## src/rtl/btn_conditioner.sv

```systemverilog
// Button input stage: two-flop synchroniser, per-channel debounce, then a
// priority arbiter that emits one registered press pulse per physical press.
//
//  state     | meaning
//  ----------+----------------------------------------------------------
//  ST_IDLE   | no press owned; the highest-priority new press wins a pulse
//  ST_LOCKED | a pulse was issued; ignore everything until all buttons are up
module btn_conditioner #(
    parameter int N_BTN           = 5,
    parameter int DEBOUNCE_CYCLES = 1000000,
    parameter int CNT_W           = 20
) (
    input  logic             clk,
    input  logic             reset_n,
    input  logic [N_BTN-1:0] btn_raw,
    output logic [N_BTN-1:0] btn_level,
    output logic [N_BTN-1:0] btn_pulse,
    output logic             any_held
);

    typedef enum logic {ST_IDLE, ST_LOCKED} state_t;

    localparam logic [CNT_W-1:0] LP_TC  = CNT_W'(DEBOUNCE_CYCLES - 1);
    localparam logic [CNT_W-1:0] LP_ONE = CNT_W'(1);

    logic [N_BTN-1:0] r_s1;
    logic [N_BTN-1:0] r_s2;
    logic [N_BTN-1:0] r_level;
    logic [N_BTN-1:0] r_prev;
    logic [CNT_W-1:0] r_cnt [N_BTN];
    logic [N_BTN-1:0] r_pulse;
    state_t           r_state;

    logic [N_BTN-1:0] w_cand;
    logic [N_BTN-1:0] w_win;
    logic [N_BTN-1:0] w_pulse_nxt;
    state_t           w_state_nxt;

    // Any disagreement with the accepted level must persist for the full
    // window; a single agreeing sample restarts the count.
    always_ff @(posedge clk) begin
        if (!reset_n) begin
            r_s1    <= '0;
            r_s2    <= '0;
            r_level <= '0;
            r_prev  <= '0;
            for (int i = 0; i < N_BTN; i++) begin
                r_cnt[i] <= '0;
            end
        end else begin
            r_s1   <= btn_raw;
            r_s2   <= r_s1;
            r_prev <= r_level;
            for (int i = 0; i < N_BTN; i++) begin
                if (r_s2[i] == r_level[i]) begin
                    r_cnt[i] <= '0;
                end else if (r_cnt[i] == LP_TC) begin
                    r_level[i] <= r_s2[i];
                    r_cnt[i]   <= '0;
                end else begin
                    r_cnt[i] <= r_cnt[i] + LP_ONE;
                end
            end
        end
    end

    assign w_cand = r_level & ~r_prev;

    // Fixed priority: bottom, center, top, left, right. Losers are dropped.
    always_comb begin
        w_win = '0;
        if (w_cand[2])      w_win[2] = 1'b1;
        else if (w_cand[0]) w_win[0] = 1'b1;
        else if (w_cand[1]) w_win[1] = 1'b1;
        else if (w_cand[3]) w_win[3] = 1'b1;
        else if (w_cand[4]) w_win[4] = 1'b1;
    end

    always_ff @(posedge clk) begin
        if (!reset_n) begin
            r_state <= ST_IDLE;
            r_pulse <= '0;
        end else begin
            r_state <= w_state_nxt;
            r_pulse <= w_pulse_nxt;
        end
    end

    always_comb begin
        w_state_nxt = r_state;
        case (r_state)
            ST_IDLE:   if (|w_cand) w_state_nxt = ST_LOCKED;
            ST_LOCKED: if (r_level == '0) w_state_nxt = ST_IDLE;
            default:   w_state_nxt = ST_IDLE;
        endcase
    end

    always_comb begin
        w_pulse_nxt = '0;
        if (r_state == ST_IDLE) begin
            w_pulse_nxt = w_win;
        end
    end

    assign btn_level = r_level;
    assign btn_pulse = r_pulse;
    assign any_held  = |r_level;

endmodule

```

## config.mk

```make
export PLATFORM = sky130hd
export DESIGN_NAME = btn_conditioner
export DESIGN_NICKNAME = d
export VERILOG_FILES = /design/src/rtl/btn_conditioner.sv
export SDC_FILE = /design/constraint.sdc
export NUM_CORES = 1
export LEC_CHECK = 0
export CAP_MARGIN = 20
export CORE_MARGIN = 2
export CORE_UTILIZATION = 30
export DETAILED_ROUTE_END_ITERATION = 8
export GPL_TIMING_DRIVEN = 0
export PLACE_DENSITY = 0.41
export SLEW_MARGIN = 25
export SYNTH_ARGS = -nofsm -noshare
export SYNTH_HDL_FRONTEND = slang
export SYNTH_SLANG_ARGS = --single-unit
```

## constraint.sdc

```tcl
create_clock -name clk -period 3.1 [get_ports clk]
set_input_delay 0.62 -clock clk [delete_from_list [all_inputs] [get_ports clk]]
set_output_delay 0.62 -clock clk [all_outputs]
set_load 0.03 [all_outputs]
```

==> impl_metrics.yaml <==
cts:
  cts_tree: "yes"
  cts_sinks: 126
  clockBufferDepth: 2
  insertion_delay_ps: 420
  cts_buffers: 17
  hold_buffers: 0
  root_buffer: "clkbuf_16"
  htree_levels: 4
  cts_setup_buffers: 0
  cts.reportedPaths.clkPinSlew_ps: 50
  cts-resized-gates: 0
synthesis:
  synth_warnings: 0
  async_flop_share_pct: 0
  ys_seq_elements: 126
  yosysTopAreaCell: "edfxtp_1"
  synth_area_leaders: "edfxtp_1, dfxtp_1, xor2_1"
  ys_seq_area_share_pct: 54.9
  synthDistinctLibCells: 44
  synth_top_area_share_pct: 46.8
  synth_edf_count: 100
  avgSynthCellArea_um2: 10.5
  synthCells: 613
  synth_flop_cell: "edfxtp_1"
  synth_area_mm2: 0.00641
grt:
  grt_overflow: 0
  grt_start_max_net_pins: 17
  grt_util_all_layers_pct: 12.2
  grt_antenna_before_repair: 0
  grt_pass1_vias: 4518
  grt_pass1_wl_um: 21800
detailed_routing:
  wl_per_cell_um: 12.4
  wl_um: 12800
  drtIter0Drc: 170
  firstDrtPassIters: 4
  viasPerCell: 4.62
  antenna_left: 0
  vias: 4777
  drc: 0
setup_path:
  worstPathMaxFanout: 10
  setup.worst_path.class: "flop to flop"
  cp_cell_sequence: "ha_1, clkbuf_1, nand2_1, o211ai_1, buf_2, nor2_1"
  crit_path_start_kind: "flop"
  critPathMaxStageDelay_ps: 760
  crit_path_end_kind: "flop"
  cpMaxStageDelayCell: "o211ai_1"
  crit_arrival_ps: 2700
  worst_ep_required_time_ps: 3270
timing:
  worst_slack_ps: 564
  grt_setup_unrepaired: "no"
  fin_crit_ps: 2540
  slew_headroom_pct: 43.0
  max_slew.worst_pin.slew_ps: 851
  slew_violations: 0
  finalSetupViolCount: 0
  fin_worst_skew_ps: 13.0
  hold_viol: 0
  fmax_mhz: 394
  tns_ps: 0
  finalCritPeriodShare_pct: 81.8
placement:
  dp_cells: 1003
  gp_congestion: 0.776
  dp_hpwl_um: 9080
  io_buffers: 16
  place_ws_ps: 510
worst_hold_path:
  hold_class: "flop to flop"
die:
  die_w_um: 150
  core.rowCount: 53
  core_area_mm2: 0.0210
  initial_core_util_pct: 30.5
  io_pins: 18
  die_h_um: 150
  dieArea_mm2: 0.0226
cells_and_area:
  syn_to_final_growth_pct: 22.6
  final_nets: 759
  antenna_cells: 0
  finalNonFillerCells: 1035
  fillers: 2098
  drive_above_1_share_pct: 6.32
power:
  peakVddDrop_mv: 0.359
  powerDensity_mw_per_mm2: 508
  p_leak_nw: 2.75
flow_run:
  drv_cap: 0
run_status:
  status: "completed"
## kinds of logic (layout without fill, tap and decap cells)
family | Yosys count | in the layout | share of synthesized area [%]
DFF | 126 | 126 | 54.9
xor gates and xnor gates | 62 | 62 | 8.47
other | 1 | 100 | 0.0585
AOI/OAI and AO/OA | 83 | 83 | 7.49
and+or+nand+nor | 289 | 289 | 25.0
adders and majority gates | 5 | 5 | 0.975
buffers and inverters | 47 | 95 | 3.02
## flip-flops by register name, indices dropped and copies added (netlist names)
name and cells:
btn_level 5, r_s1 5, r_s2 5, r_state 1, r_cnt 100, btn_pulse 5, r_prev 5
## layer usage
layer | track usage (%) | up-vias | wire length, µm
met2 | 19.2 | 58 | 5880
met3 | 3.30 | 11 | 429
met1 | 15.9 | 2260 | 6360
li1 | - | 2448 | -
met5 | 0 | - | 0
met4 | 5.42 | 0 | 153
## worst max-delay path: cells and delay by family (launching register included)
family | cells | cell delay [ps]
compound gates | 1 | 760
buf+inv | 2 | 670
fa+ha+maj | 1 | 150
simple gates | 2 | 340
flops | 1 | 360
## cells in the mapped netlist (2+ instances only)
cell	number
o21ai_0	23
a21oi_1	38
or3_1	22
clkbuf_1	15
and2_1	21
nor4b_1	6
inv_1	22
a31o_2	2
and4_1	7
dfxtp_1	26
nand2b_1	4
nor4bb_1	2
buf_2	7
xor2_1	45
or4_1	19
nor2_1	69
buf_4	2
nor4_1	10
nor3b_1	4
and3_1	11
nand4_1	26
edfxtp_1	100
xnor2_1	17
nor2b_1	4
nor3_1	5
nand3_1	37
ha_1	5
nand2_1	31
o31ai_1	14
nand4b_1	2
o211ai_1	4
## stage by stage
| step | hold WS, ps | area [µm²] | total power [W] | util, % |
|---|---|---|---|---|
| after CTS | 433 | 7860 | 0.00406 | 37.4 |
| final | 430 | 7860 | 0.00399 | 37.4 |
| after global placement | 413 | 7290 | 0.00212 | 34.7 |
| after detailed placement | 422 | 7290 | 0.00212 | 34.7 |
| after floorplan | 394 | 6790 | 0.00207 | - |
| after global routing | 445 | 7860 | 0.00417 | 37.4 |
## where the power goes
group	internal, W	switching (W)	leakage (nW)
Sequential	0.00189	0.0000618	1.24
Combinational	0.0000544	0.0000843	1.22
Clock	0.00120	0.000709	0.287
Total	0.00314	0.000855	2.75
## placed cells by master, fill, tap and decap left out, types with 2 or more instances in the layout
cell             count
and2_1              21
clkbuf_8             4
clkbuf_1            19
nand4_1             26
nor3b_1              4
or4_1               19
o31ai_1             14
clkdlybuf4s50_1     16
and4_1               7
ha_1                 5
xnor2_1             17
a31o_2               2
buf_4                2
or3_1               22
o21ai_0             23
nor4bb_1             2
edfxtp_1           100
xor2_1              45
nor4b_1              6
dfxtp_1             26
nor2b_1              4
nor4_1              10
nand3_1             37
conb_1             100
nand2_1             31
clkbuf_16           19
and3_1              11
nand2b_1             4
nor3_1               5
a21oi_1             38
nor2_1              69
clkinv_2             5
nand4b_1             2
buf_2                7
o211ai_1             4
inv_1               22
## path summary, 6_finish.rpt
path	start	end	slack (ps)	cells past startpoint
setup / recovery	r_cnt[0][0]$_SDFFCE_PN0P_	r_cnt[0][7]$_SDFFCE_PN0P_	560	6
hold reg to reg	r_prev[4]$_SDFF_PN0_	btn_pulse[4]$_SDFF_PP0_	430	1
hold / removal	r_prev[4]$_SDFF_PN0_	btn_pulse[4]$_SDFF_PP0_	430	1
setup reg to reg	r_cnt[0][0]$_SDFFCE_PN0P_	r_cnt[0][7]$_SDFFCE_PN0P_	560	6
## final cells by class
class | count | area, µm² | share of cell area, %
multi-input combinational | 539 | 3070 | 39.0
clock buffer | 27 | 546 | 6.94
buffer | 25 | 111 | 1.42
clock inverter | 5 | 25.0 | 0.318
timing repair buffer | 16 | 160 | 2.04
inverter | 22 | 82.6 | 1.05
sequential | 126 | 3520 | 44.8
tap | 275 | 344 | 4.38
Power figures use the tool's default switching activity.
